**config.mk**
```make
export PLATFORM = sky130hd
export DESIGN_NAME = instr_queue
export DESIGN_NICKNAME = d
export VERILOG_FILES = /design/src/rtl/instr_queue.sv
export SDC_FILE = /design/constraint.sdc
export NUM_CORES = 1
export LEC_CHECK = 0
export CAP_MARGIN = 20
export CELL_PAD_IN_SITES_DETAIL_PLACEMENT = 2
export CELL_PAD_IN_SITES_GLOBAL_PLACEMENT = 2
export CORE_MARGIN = 2
export CORE_UTILIZATION = 38
export DETAILED_ROUTE_END_ITERATION = 8
export PLACE_DENSITY_LB_ADDON = 0.1
export REMOVE_ABC_BUFFERS = 1
export SKIP_CTS_REPAIR_TIMING = 1
export SLEW_MARGIN = 10
export SYNTH_ARGS = -nofsm -noshare
export SYNTH_HDL_FRONTEND = slang
export SYNTH_SLANG_ARGS = --single-unit
```
**constraint.sdc**
```tcl
create_clock -name clk -period 3.8 [get_ports clk]
set_input_delay 0.76 -clock clk [delete_from_list [all_inputs] [get_ports clk]]
set_output_delay 0.76 -clock clk [all_outputs]
set_load 0.01 [all_outputs]
```
**src/rtl/instr_queue.sv**
```systemverilog
`default_nettype none
// ============================================================================
//  Module   : instr_queue
//  Purpose  : Fetch-to-decode instruction FIFO with head predecode
//             (register-use flags and illegal-opcode detection).
//             Optional macro INSTR_QUEUE_BYPASS_EN lets an empty queue present
//             the fetch input on the head outputs in the same cycle.
//  Revision : 1.0  initial release
// ============================================================================
module instr_queue #(
   parameter int DEPTH      = 4,
   parameter int ADDR_WIDTH = 32
) (
   input  logic                      clk,
   input  logic                      reset,

   input  logic [ADDR_WIDTH-1:0]     pc_in,
   input  logic [ADDR_WIDTH-1:0]     next_pc_in,
   input  logic [31:0]               instruction_in,
   input  logic                      valid_in,
   output logic                      ready_out,

   input  logic                      stall,
   input  logic                      invalidate,

   output logic [ADDR_WIDTH-1:0]     pc_out,
   output logic [ADDR_WIDTH-1:0]     next_pc_out,
   output logic [31:0]               instruction_out,
   output logic                      valid_out,
   output logic                      uses_rs1_out,
   output logic                      uses_rs2_out,
   output logic                      illegal_out,
   output logic [$clog2(DEPTH):0]    count_out
);

   localparam int PTR_W = $clog2(DEPTH);
   localparam int CNT_W = PTR_W + 1;
   localparam logic [CNT_W-1:0] FULL_COUNT = CNT_W'(DEPTH);

   localparam logic [6:0] OP_LUI    = 7'b0110111;
   localparam logic [6:0] OP_AUIPC  = 7'b0010111;
   localparam logic [6:0] OP_JAL    = 7'b1101111;
   localparam logic [6:0] OP_JALR   = 7'b1100111;
   localparam logic [6:0] OP_BRANCH = 7'b1100011;
   localparam logic [6:0] OP_LOAD   = 7'b0000011;
   localparam logic [6:0] OP_STORE  = 7'b0100011;
   localparam logic [6:0] OP_IMM    = 7'b0010011;
   localparam logic [6:0] OP_REG    = 7'b0110011;
   localparam logic [6:0] OP_FENCE  = 7'b0001111;
   localparam logic [6:0] OP_SYSTEM = 7'b1110011;

   // Entry storage: written on push only, never reset
   logic [ADDR_WIDTH-1:0] pc_mem      [DEPTH];
   logic [ADDR_WIDTH-1:0] next_pc_mem [DEPTH];
   logic [31:0]           instr_mem   [DEPTH];

   logic [PTR_W-1:0]      wr_ptr;
   logic [PTR_W-1:0]      rd_ptr;
   logic [CNT_W-1:0]      count;

   logic                  queue_empty;
   logic                  bypass_pop;
   logic                  push;
   logic                  pop;

   logic [ADDR_WIDTH-1:0] head_pc;
   logic [ADDR_WIDTH-1:0] head_next_pc;
   logic [31:0]           head_instr;
   logic                  head_valid;

   logic [6:0]            head_opcode;
   logic [2:0]            head_funct3;
   logic                  dec_rs1;
   logic                  dec_rs2;
   logic                  dec_legal;

   assign queue_empty = (count == '0);
   assign ready_out   = (count != FULL_COUNT);
   assign count_out   = count;

`ifdef INSTR_QUEUE_BYPASS_EN
   // Empty queue forwards the fetch entry; consumed in flight, it is never stored
   logic bypass_active;
   assign bypass_active = queue_empty && valid_in;
   assign head_valid    = !queue_empty || valid_in;
   assign head_pc       = bypass_active ? pc_in          : pc_mem[rd_ptr];
   assign head_next_pc  = bypass_active ? next_pc_in     : next_pc_mem[rd_ptr];
   assign head_instr    = bypass_active ? instruction_in : instr_mem[rd_ptr];
   assign bypass_pop    = bypass_active && !stall && !invalidate;
`else
   assign head_valid    = !queue_empty;
   assign head_pc       = pc_mem[rd_ptr];
   assign head_next_pc  = next_pc_mem[rd_ptr];
   assign head_instr    = instr_mem[rd_ptr];
   assign bypass_pop    = 1'b0;
`endif

   // Ready comes from the registered count, so a full queue refuses even when popping
   assign push = valid_in && ready_out && !invalidate && !bypass_pop;
   assign pop  = head_valid && !stall && !invalidate && !bypass_pop;

   always_ff @(posedge clk) begin
      if (reset) begin
         wr_ptr <= '0;
         rd_ptr <= '0;
         count  <= '0;
      end else if (invalidate) begin
         wr_ptr <= '0;
         rd_ptr <= '0;
         count  <= '0;
      end else begin
         if (push) begin
            wr_ptr <= wr_ptr + PTR_W'(1);
         end
         if (pop) begin
            rd_ptr <= rd_ptr + PTR_W'(1);
         end
         case ({push, pop})
            2'b10:   count <= count + CNT_W'(1);
            2'b01:   count <= count - CNT_W'(1);
            default: count <= count;
         endcase
      end
   end

   always_ff @(posedge clk) begin
      if (push) begin
         pc_mem[wr_ptr]      <= pc_in;
         next_pc_mem[wr_ptr] <= next_pc_in;
         instr_mem[wr_ptr]   <= instruction_in;
      end
   end

   assign head_opcode = head_instr[6:0];
   assign head_funct3 = head_instr[14:12];

   always_comb begin
      dec_rs1   = 1'b0;
      dec_rs2   = 1'b0;
      dec_legal = 1'b0;
      case (head_opcode)
         OP_LUI, OP_AUIPC, OP_JAL, OP_FENCE: begin
            dec_legal = 1'b1;
         end
         OP_JALR, OP_LOAD, OP_IMM: begin
            dec_legal = 1'b1;
            dec_rs1   = 1'b1;
         end
         OP_BRANCH, OP_STORE, OP_REG: begin
            dec_legal = 1'b1;
            dec_rs1   = 1'b1;
            dec_rs2   = 1'b1;
         end
         OP_SYSTEM: begin
            // CSRRW/CSRRS/CSRRC read rs1; immediate CSR forms and ECALL/EBREAK do not
            dec_legal = 1'b1;
            dec_rs1   = (head_funct3 == 3'b001) || (head_funct3 == 3'b010) ||
                        (head_funct3 == 3'b011);
         end
         default: begin
            dec_legal = 1'b0;
         end
      endcase
   end

   assign valid_out       = head_valid;
   assign pc_out          = head_pc;
   assign next_pc_out     = head_next_pc;
   assign instruction_out = head_instr;
   assign uses_rs1_out    = head_valid && dec_rs1;
   assign uses_rs2_out    = head_valid && dec_rs2;
   assign illegal_out     = head_valid && !dec_legal;

endmodule
`default_nettype wire

```
==> results.txt <==
The run finished with clean final reports. The worst register-to-register path has a setup slack of 1.43 ns. The critical-path maximum fanout came out at 11. Measured in cells, the most critical reg-to-reg path has a length of 8. After detailed placement, the design holds a cell count of 1278. TritonCTS built the clock tree.

The HPWL after detailed placement came out at 21200 um. The worst flop-to-flop path startpoint is count_out[0]. The synthesized netlist devotes 0.470% of its cell area to compound gates. edfxtp_1 is the most common cell in the netlist. The final number of max-transition violations came out at 0. For hold timing, the worst endpoint is wr_ptr[1].

The multiplexer share of the synthesized area is 15.2%. The minimum clock period after layout came out at 3.61 ns. The startpoint identified for the worst hold timing path is wr_ptr[1]. The post-synthesis simple-gate area fraction is 0.992%. The synthesized netlist devotes 0.305% of its cell area to XOR and XNOR gates. Counting flops with an async set or reset pin after synthesis yields a share of 0%. The adder-cell share of the synthesized area came out at 0.574%.

The count of max-cap constraint violations is 0. The TritonCTS sink count is 393. The static leakage came out at 0.00582 uW. After synthesis, the cell types taking the most area are edfxtp_1, mux4_2, dfxtp_1. The DRC marker count from the first detailed-route iteration is 352. The post-detailed-route DRC marker count came out at 0. The number of optimization iterations in the first detailed-route pass came out at 4.

The wire length after detailed routing came out at 33700 um. The die width came out at 199 um. Based on the critical path, the design can be clocked at up to 277 MHz. Among all flip-flop cells after synthesis, the most frequent one is edfxtp_1. The initial antenna violation count came to 4. The vias per cell came out at 4.97. The number of global-route vias before repair came out at 7795. The root buffer cell chosen for the clock tree is clkbuf_16. The number of ports placed on the die boundary is 205. The commonest cells after synthesis are edfxtp_1, mux4_2, nor2_1. The detail route stage leaves a number of antenna-violating nets equal to 0.

The final cell count without fillers came out at 1368. The final standard cell utilization of the core came out at 49.7%. Routability-driven placement finished with a final weighted congestion of 0.742. The power density normalized to cell area came out at 502 nW/um^2.

The clock tree synthesis step divided the H-tree into 2 levels. The die is 199 um tall. Setup violations remaining at the end of the flow were counted as 0. The sequential area share after synthesis is 81.5%. The number of distinct standard cells referenced by the synthesized netlist is 30. The worst reg2reg path endpoint is count_out[2]. The clock input transition at the sequential cells of the worst setup and hold paths came out at 0.06 ns. The clock passes through at most 3 buffers.

The final layout net count is 927. Yosys printed 0 warnings. Of the available clock period, the critical path in the final layout requires 95.0%. The average routed wire per standard cell is 24.6 um. The area of the mapped netlist is 14400 um^2.

The critical path in this run is classified as reg2out. The required time of the worst setup path came out at 3.04 ns. The instance count of the mapped netlist is 570. The number of buffers inserted by port buffering came out at 204. The worst hold path passes through 2 cells.

The dominant combinational cell family by area after synthesis is multiplexers. The synthesized design spends more area on one cell type than any other, namely edfxtp_1. The clock tree skew after final layout is 0.0101 ns. The total CTS buffers came out at 44. The worst setup path is captured at an output port.

The core footprint came out at 37500 um^2. STA classifies the critical path startpoint as a flip-flop. The remaining max-slew budget at the tightest pin is 59.7%. Adding up every negative setup slack in the final design gives 0 ns. The peak supply drop came out at 0.000415 V.

The later-pin clock latency in the skew report came out at 0.55 ns. The floorplan has 71 rows. The wire length of the first global-routing pass is 50100 um. For this run the aggregate overflow at the end of global routing stands at 0. Setup repair after global routing left no endpoint under its margin. The number of enable flip-flop cells after synthesis is 384.

The die footprint came out at 39400 um^2. The worst hold path belongs to the class reg2reg. The pin count of the biggest net entering global routing is 52.

The effective utilization at floorplan is 38.3%. Global routing consumed, over all layers together, 17.6% of the routing resources. The layout overhead on the synthesized area came out at 29.6%. The arrival time of the worst setup path is 2.85 ns. The mean area per synthesized cell is 25.2 um^2. The transition time of the tightest slew-check pin came out at 0.604 ns. The proportion of layout cells with a drive suffix above 1 came out at 21.8%. The number of flip-flops and latches in the synthesized netlist is 393.

The routed via count is 6798. The top cell type by area accounts for 80.2% of the synthesized area. The final number of hold-violating endpoints is 0.
critical path, stage by stage, from the launching register on:
cell             delay, ns
dfxtp_4               0.44
buf_4                 0.14
mux4_2                0.54
nand2b_1              0.17
mux2_4                0.26
o22ai_2               0.13
a31oi_1               0.10
clkdlybuf4s50_1       0.50
area by class of cell:
cell class                      instances  area [um^2]
Clock inverter                         25          211
Tap cell                              511          639
Antenna cell                            5         12.5
Sequential cell                       393        11700
Inverter                                8         30.0
Fill cell                            3270        18900
Clock buffer                           53         1160
Multi-Input combinational cell        147         2530
Timing Repair Buffer                  226         2340
layer usage:
metal  track usage, %  part of all wire [%]  vias to the layer above
met4             6.85                   2.5                        0
met5                0                     0                        -
met1             21.2                    40                     3642
met3             3.85                   4.4                       48
met2             31.0                    53                      166
li1                 -                     -                     2942
power breakdown:
group / internal [uW] / total (uW) / switching, uW
Clock: 2420 / 4070 / 1640
Sequential: 4840 / 4850 / 18.9
Combinational: 240 / 434 / 194
Total: 7500 / 9350 / 1860
state kept, by name, indices dropped and copies added, names as in the netlist, named ones only:
| name | cells |
|---|---|
| count_out | 3 |
| instr_mem | 128 |
| next_pc_mem | 128 |
| pc_mem | 128 |
| rd_ptr | 2 |
| wr_ptr | 2 |
kinds of logic (layout without fill, tap and decap cells):
family,count (synthesis),in the layout
flops,393,393
mux,97,97
buf+inv,30,312
simple gates,29,29
compound gates,10,10
fa+ha+maj,6,6
xor+xnor,5,5
other cells,0,5
metrics by stage:
stage	worst slack [ns]	hold WS [ns]	cell area, um^2	total power, uW
after floorplan	-2.48	0.469	14300	5080
after global placement	0.604	0.487	17200	5360
after detailed placement	0.569	0.520	17200	5390
after CTS	-0.0379	0.528	18600	9490
after global routing	0.00831	0.564	18600	9650
final	0.189	0.517	18600	9350
cells in the final DEF, fill, tap and decap left out, types with 7 or more instances in the layout:
master	instances
buf_12	10
buf_4	11
clkbuf_1	8
clkbuf_16	45
clkdlybuf4s50_1	204
clkinv_1	11
clkinv_2	10
dfxtp_1	7
edfxtp_1	384
inv_1	8
mux4_2	95
nor2_1	13
worst max-delay path by stage:
stage | startpoint | to
detailed placement | flip-flop | illegal_out
CTS | flip-flop | illegal_out
global placement | flip-flop | uses_rs2_out
floorplan | flip-flop | uses_rs2_out
global route | flip-flop | uses_rs2_out
finish | flip-flop | illegal_out
No activity file was read; power rests on OpenSTA's default activity.
